==> config.mk <==
export PLATFORM = sky130hd
export DESIGN_NAME = crt_frame_dump
export DESIGN_NICKNAME = d
export VERILOG_FILES = /design/src/rtl/crt_frame_dump_pkg.sv /design/src/rtl/uart_tx_byte.sv /design/src/rtl/crt_frame_dump.sv
export SDC_FILE = /design/constraint.sdc
export NUM_CORES = 1
export LEC_CHECK = 0
export CAP_MARGIN = 40
export CORE_MARGIN = 1
export CORE_UTILIZATION = 60
export DETAILED_ROUTE_END_ITERATION = 10
export PLACE_DENSITY = 0.76
export SETUP_SLACK_MARGIN = 0.4
export SLEW_MARGIN = 0
export SYNTH_ARGS = -nofsm -noshare
export SYNTH_HDL_FRONTEND = slang
export SYNTH_SLANG_ARGS = --single-unit
==> constraint.sdc <==
create_clock -name clk -period 3.4 [get_ports clk]
set_input_delay 0.34 -clock clk [delete_from_list [all_inputs] [get_ports clk]]
set_output_delay 0.34 -clock clk [all_outputs]
set_load 0.005 [all_outputs]
==> src/rtl/crt_frame_dump_pkg.sv <==
// Shared constants and state type for the CRT frame dump block.
package crt_pkg;

  localparam int unsigned COLS_DEF     = 40;
  localparam int unsigned ROWS_DEF     = 6;
  localparam int unsigned FRAME_PIXELS = COLS_DEF * ROWS_DEF;

  localparam logic [7:0] ASCII_LIT  = 8'h23;
  localparam logic [7:0] ASCII_DARK = 8'h2E;
  localparam logic [7:0] ASCII_LF   = 8'h0A;

  typedef enum logic [1:0] {
    CAPTURE = 2'd0,
    SEND    = 2'd1,
    DONE    = 2'd2
  } crt_state_t;

endpackage

==> src/rtl/uart_tx_byte.sv <==
// 8N1 UART byte transmitter; ready re-asserts on the last stop-bit cycle for gapless streaming.
module uart_tx_byte #(
  parameter int unsigned CLKS_PER_BIT = 16
) (
  input  logic       clk,
  input  logic       rst,
  input  logic       start,
  input  logic [7:0] data,
  output logic       tx,
  output logic       ready
);

  localparam int unsigned BW = (CLKS_PER_BIT > 1) ? $clog2(CLKS_PER_BIT) : 1;

  logic [BW-1:0] baud;
  logic [3:0]    bit_idx;
  logic [8:0]    shreg;
  logic          active;
  logic          bit_end;

  assign bit_end = (baud == BW'(CLKS_PER_BIT - 1));
  assign ready   = !active || (bit_end && (bit_idx == 4'd9));

  always_ff @(posedge clk or negedge rst) begin
    if (!rst) begin
      tx      <= 1'b1;
      active  <= 1'b0;
      baud    <= '0;
      bit_idx <= '0;
      shreg   <= '1;
    end else if (start && ready) begin
      // Start bit goes out immediately; remaining data+stop bits sit in the shifter.
      active  <= 1'b1;
      tx      <= 1'b0;
      shreg   <= {1'b1, data};
      baud    <= '0;
      bit_idx <= '0;
    end else if (active) begin
      if (bit_end) begin
        baud <= '0;
        if (bit_idx == 4'd9) begin
          active <= 1'b0;
        end else begin
          tx      <= shreg[0];
          shreg   <= {1'b1, shreg[8:1]};
          bit_idx <= bit_idx + 4'd1;
        end
      end else begin
        baud <= baud + 1'b1;
      end
    end
  end

endmodule

==> src/rtl/crt_frame_dump.sv <==
// Captures one CRT frame of lit/dark pixels and dumps it as ASCII art over an 8N1 UART.
module crt_frame_dump
  import crt_pkg::*;
#(
  parameter int unsigned CLKS_PER_BIT = 16,
  parameter int unsigned COLS         = COLS_DEF,
  parameter int unsigned ROWS         = ROWS_DEF
) (
  input  logic clk,
  input  logic rst,
  input  logic pix_valid,
  input  logic pix_in,
  output logic tx,
  output logic busy,
  output logic done
);

  localparam int unsigned NPIX = COLS * ROWS;
  localparam int unsigned IW   = $clog2(NPIX);
  localparam int unsigned CW   = $clog2(COLS + 1);
  localparam int unsigned RW   = $clog2(ROWS + 1);
  localparam logic [IW-1:0] LAST_PIX = IW'(NPIX - 1);

  crt_state_t    state, state_next;
  logic [NPIX-1:0] frame;
  logic [IW-1:0] cap_idx;
  logic [IW-1:0] rd_idx;
  logic [CW-1:0] col;
  logic [RW-1:0] row;
  logic          start;
  logic          tx_ready;
  logic [7:0]    tx_data;
  logic          is_lf;

  assign busy  = (state == SEND);
  assign done  = (state == DONE);
  assign is_lf = (col == CW'(COLS));

  always_comb begin
    tx_data = ASCII_LF;
    if (!is_lf) tx_data = frame[rd_idx] ? ASCII_LIT : ASCII_DARK;
  end

  always_ff @(posedge clk or negedge rst) begin
    if (!rst) state <= CAPTURE;
    else      state <= state_next;
  end

  // Byte 0 is issued on the same edge that stores the last pixel, so the
  // first start bit lines up with the cycle that busy rises.
  always_comb begin
    state_next = state;
    start      = 1'b0;
    case (state)
      CAPTURE: begin
        if (pix_valid && (cap_idx == LAST_PIX)) begin
          state_next = SEND;
          start      = 1'b1;
        end
      end
      SEND: begin
        if (tx_ready) begin
          if (row == RW'(ROWS)) state_next = DONE;
          else                  start      = 1'b1;
        end
      end
      DONE:    state_next = DONE;
      default: state_next = CAPTURE;
    endcase
  end

  always_ff @(posedge clk or negedge rst) begin
    if (!rst) begin
      cap_idx <= '0;
      rd_idx  <= '0;
      col     <= '0;
      row     <= '0;
    end else begin
      if ((state == CAPTURE) && pix_valid && (cap_idx != LAST_PIX))
        cap_idx <= cap_idx + 1'b1;
      if (start) begin
        if (is_lf) begin
          col <= '0;
          row <= row + 1'b1;
        end else begin
          col    <= col + 1'b1;
          rd_idx <= rd_idx + 1'b1;
        end
      end
    end
  end

  always_ff @(posedge clk) begin
    if (rst && (state == CAPTURE) && pix_valid) frame[cap_idx] <= pix_in;
  end

  uart_tx_byte #(
    .CLKS_PER_BIT(CLKS_PER_BIT)
  ) u_uart (
    .clk  (clk),
    .rst  (rst),
    .start(start),
    .data (tx_data),
    .tx   (tx),
    .ready(tx_ready)
  );

endmodule

Word level (Yosys, flattened, before mapping) --
Cells that the tools add are included.
Operators by class: $lt $le $gt $ge 3, mux-type cells 35, equality and inequality tests 12, bitwise logic cells 1, $add $sub $neg 6, reduce and logical (&&, ||, !) cells 17
Operators by type and width (number):
- $bwmux W240 | 1
- $mux W9 | 4
- $mux W4 | 8
- $lt A8 B9 Y1 const B | 2
- $add A8 B1 Y8 const B | 2
- $mux W1 | 13
- $mux W6 | 2
- $add A4 B1 Y4 const B | 2
- $bmux W1 S8 | 1
- $demux W1 S8 | 1
- $eq A4 B4 Y1 const B | 2
- $eq A8 B8 Y1 const B | 1
- $ge A8 B1 Y1 const B | 1
- $logic_and A1 B1 Y1 | 8
- $ne A8 B8 Y1 const B | 1
- $add A6 B1 Y6 const B | 1
- $eq A6 B6 Y1 const B | 1
- $mux W2 | 3
- $pmux W2 S3 | 1
- $reduce_and A3 Y1 | 2
- $ne A2 B1 Y1 const B | 2
- $ne A2 B2 Y1 const B | 2
- $reduce_and A2 Y1 | 2
- $reduce_bool A2 Y1 | 2
- 9 further kinds | 9
Storage, ports and cells: bits in registers 286, input bits 4, word-level logic and storage cells 85, output and inout bits 3

Depth between registers and ports, before layout --
word-level depth 8, mapped depth 12, mapped depth without buffers 9

Modules after synthesis --
A second synthesis with hierarchy kept.
Second synthesis, totals: cells, all modules 972, area total of the unflattened synthesis 12922.4 um^2
By module, submodules not included:
- crt_frame_dump | instances 1, area an instance 11972.7 um^2, seq. area each 7882.6 um^2, cells an instance 883
- uart_tx_byte | instances 1, area an instance 949.7 um^2, seq. area each 461.7 um^2, cells an instance 89

Least setup slack after synthesis --
OpenSTA, ideal clock, no wires.
kind register -> register, start point reg rd_idx[0], end point reg u_uart.shreg[2], path slack 999 ps, path buffers 2, setup time 69 ps, required time 3331 ps, stages on the path, launching flop included 10, period minus slack after synthesis 2401 ps, arrival time 2332 ps, path through dfrtp_1 > buf_6 > buf_8 > mux4_1 > mux4_2 > mux2i_1 > or2_2 > a221oi_1 > or3_1 > o21ai_2
On the way: word-level cells in the longest chain between the ends 5
RTL lines:
- start, declared | line crt_frame_dump.sv:27 | logic [IW-1:0] rd_idx;
- start signal, assigned | line crt_frame_dump.sv:87 | rd_idx <= rd_idx + 1'b1;
- $bmux W1 S8 | line crt_frame_dump.sv:41 | if (!is_lf) tx_data = frame[rd_idx] ? ASCII_LIT : ASCII_DARK;
- $mux W1 (implied by the code) | line crt_frame_dump.sv:41
- $mux W4 | line crt_frame_dump.sv:41
- $mux W6 | line crt_frame_dump.sv:41
- $mux W9 | line uart_tx_byte.sv:31 | end else if (start && ready) begin
- end signal, assigned | line uart_tx_byte.sv:35 | shreg <= {1'b1, data};
- end signal, assigned | line uart_tx_byte.sv:45 | shreg <= {1'b1, shreg[8:1]};
- end, declared | line uart_tx_byte.sv:17 | logic [8:0] shreg;
No other way between the ends. The select of a mux whose other input is x is not followed. A chain may end at the register's enable or synchronous reset.

Worst setup path in the final report --
Ends and elaborated chain as after synthesis.

==> metrics.csv <==
metric,value,unit
wire per inst,23.1,um
clk sinks,285,
Pwr per Cell Area,543,mW/mm2
worst r2r path cells,8,
Clk pwr share,39.9,%
Worst Path Max Fanout,14,
Hold Path Cell Cnt,1,
#FFs+latches synth,285,
part of the cycle the worst path needs,82.3,%
Clock Skews,12.7,ps
part of the Yosys area used for sequential elements,64.6,%
status,"finished, final reports clean",
final setup violation count,0,
initial antenna violation count,0,
Final Max Slew Viols,0,
final hold violations,0,
die area,0.0221,mm2
clock tree from TritonCTS,done,
CTS Buf Count,30,
simple-gate area share of the yosys netlist,13.6,%
fin crit period,2800,ps
kind of start point of the critical path,register,
global-route wire length before repair,45100,um
pin count of the biggest net entering global routing,116,
average cell area after synthesis,13.6,um2
Switching Fraction,26.0,%
Vias,7879,
Worst-path clk slew,60,ps
Setup crit end kind,register,
GRT overflow,0,
Initial DRC Count,960,
Worst VDD drop,0.434,mV
multi-input logic area,0.00417,mm2
pre-CTS setup slack,484,ps
vias per cell,6.30,
Post-Synth XOR/XNOR Area,1.22,%
Syn Inst Count,949,
clk root buf,clkbuf_16,
"Req. time, crit path",3900,ps
Setup TNS,0,ps
Filler cells,1463,
Rows,53,
fin worst setup slack,601,ps
ys async rst share,15.8,%
"Primary FF master, synth",edfxtp_1,
Adder-Cell Fraction of Synth Area,1.45,%
ANT cells,0,
Worst-Margin Slew,754,ps
GRT Total Usage,27.8,%
mux share of post-synthesis cell area,13.2,%
"Net Count, Synth",968,
Seq pwr share,51.3,%
largest family of logic cells by synthesized area,simple AND/OR/NAND/NOR gates,
fmax,357,MHz
Synth Cell Area,0.0129,mm2
vias in the first global route,7791,
Core ar.,0.0211,mm2
IO Pins,7,
Worst-Skew Late Latency,560,ps
Post-synth EDFFs,240,
Placed Area,0.0132,mm2
Synthesis Warnings,0,
Int Power,5.70,mW
sequential cell area,0.00835,mm2
Die H,149,um
number of port buffers,6,
share of cells above drive strength 1,13.5,%
hold crit path type,input pin to register,
Initial Util,61.2,%
Max-Cap Viols,0,
ANT nets after route,0,
GPL Wtd Cong,0.887,
LEAKAGE,4.46,nW
Die Width,149,um
Slew Limit Headroom,49.6,%
nets,971,
total power,7.71,mW
combinational power share,8.8,%
Synth Area in Compound Gates,2.73,%
count of different cell masters after synthesis,58,
clk buf depth,3,
hpwl dp,17800,um
DR DRC count,0,
RSZ-0062 raised after global routing,false,
"Design Area, Final",0.0142,mm2
total wire length,29000,um
Area Growth Syn to Fin,9.85,%
first-pass iteration count of the detailed router,5,
crit path kind,register to register,
# H-tree levels,1,
P_sw,2.00,mW
Worst Path Arrival,3300,ps
-- critical path, cell delays in order, from the launching register on --
cell and delay (ps):
dfrtp_4 630, buf_16 210, mux4_1 560, mux4_2 490
nor2_1 120, or3_1 160, a221oi_1 110, or3_1 380
o21ai_2 60
-- sequential cells by signal, summed over array words and instances (netlist names) --
| name | count |
|---|---|
| frame | 240 |
| cap_idx | 8 |
| rd_idx | 8 |
| u_uart.shreg | 8 |
| col | 6 |
| u_uart.baud | 4 |
| u_uart.bit_idx | 4 |
| row | 3 |
| state | 2 |
| u_uart.active | 1 |
| u_uart.tx | 1 |
-- area by class of cell --
| class | instances | area share, % |
|---|---|---|
| sequential | 285 | 58.9 |
| multi-input combinational | 588 | 29.4 |
| clock buffer | 36 | 5.60 |
| timing repair buffer | 34 | 2.48 |
| tap | 275 | 2.43 |
| clock inverter | 20 | 0.874 |
| inverter | 13 | 0.344 |
-- synthesized netlist by cell type, drive strengths merged, types with 2 or more instances --
cell type,instances,share of area (%)
nor2,259,7.5
edfxtp,240,56
mux4,63,12
nand2,63,1.8
nand3,46,1.8
clkbuf,39,1.2
dfrtp,36,7.0
buf,24,1.5
o21ai,23,0.92
ha,15,1.5
mux2i,15,1.2
xnor2,13,0.88
inv,12,0.35
nand4,10,0.48
nor2b,10,0.48
dfstp,9,1.8
a21oi,8,0.31
nor3,6,0.23
mux2,5,0.44
xor2,5,0.34
and3,4,0.19
a32oi,3,0.20
nand3b,3,0.17
nor3b,3,0.17
nor4,3,0.19
or3,3,0.15
a21boi,2,0.12
a32o,2,0.16
a41oi,2,0.14
and2,2,0.097
nand4b,2,0.14
o21a,2,0.12
o22ai,2,0.097
-- cell usage in the layout (no fill, tap or decap), types with 6 or more instances in the layout --
cell type	count
nor2b_1	10
edfxtp_1	240
mux2i_1	15
mux4_1	22
nand2_1	63
dfrtp_1	33
ha_1	15
nor2_1	259
nor3_1	6
clkinv_1	11
clkbuf_16	31
o21ai_0	21
xnor2_1	13
mux4_2	41
inv_1	12
nand4_1	10
nand3_1	46
a21oi_1	8
dfstp_2	9
buf_4	21
-- power by group through the flow --
stage               combinational [mW]  sequential (mW)  clock, mW
floorplan                        0.430             3.94          0
global placement                 0.649             4.02          0
detailed placement               0.657             4.01          0
CTS                              0.665             3.95       3.10
global route                     0.727             3.96       3.23
finish                           0.680             3.95       3.07
-- path summary, 6_finish.rpt --
check,startpoint,to,slack [ps]
worst min-delay path,pix_in,frame[132],250
worst min register to register,u_uart.shreg[5],u_uart.shreg[4],450
min in group asynchronous,rst,u_uart.baud[0],440
worst max register to register,rd_idx[0],u_uart.shreg[2],600
max in group asynchronous,rst,rd_idx[0],2520
worst max-delay path,rd_idx[0],u_uart.shreg[2],600
-- routing by layer --
| metal | wire (um) | global-route usage, % |
|---|---|---|
| met5 | 0 | 0 |
| met1 | 11200 | 38.9 |
| met4 | 889 | 10.3 |
| met2 | 13900 | 44.3 |
| met3 | 2930 | 4.63 |
-- stage by stage --
stage	hold slack (ps)	cells	util (%)
2_1_floorplan	44.4	949	-
3_3_place_gp	439	1193	62.7
3_5_place_dp	445	1193	62.7
4_1_cts	240	1250	67.1
5_1_grt	261	1251	67.2
6_report	254	1251	67.2
-- repair_timing --
action,CTS,global route
setup buffers,0,1
hold buffers,1,0
endpoints found under the hold margin,36,0
resized for setup,0,0
setup endpoints to repair,0,3
-- cells by family (layout without fill, tap and decap cells) --
| family | Yosys count | in the layout |
|---|---|---|
| XOR/XNOR | 18 | 18 |
| multiplexers | 83 | 83 |
| buffers and inverters | 76 | 103 |
| AND/OR/NAND/NOR | 417 | 417 |
| adder cells (fa/ha/maj) | 15 | 15 |
| AO/OA/AOI/OAI | 55 | 55 |
| flip-flops | 285 | 285 |
Power figures use the tool's default switching activity.
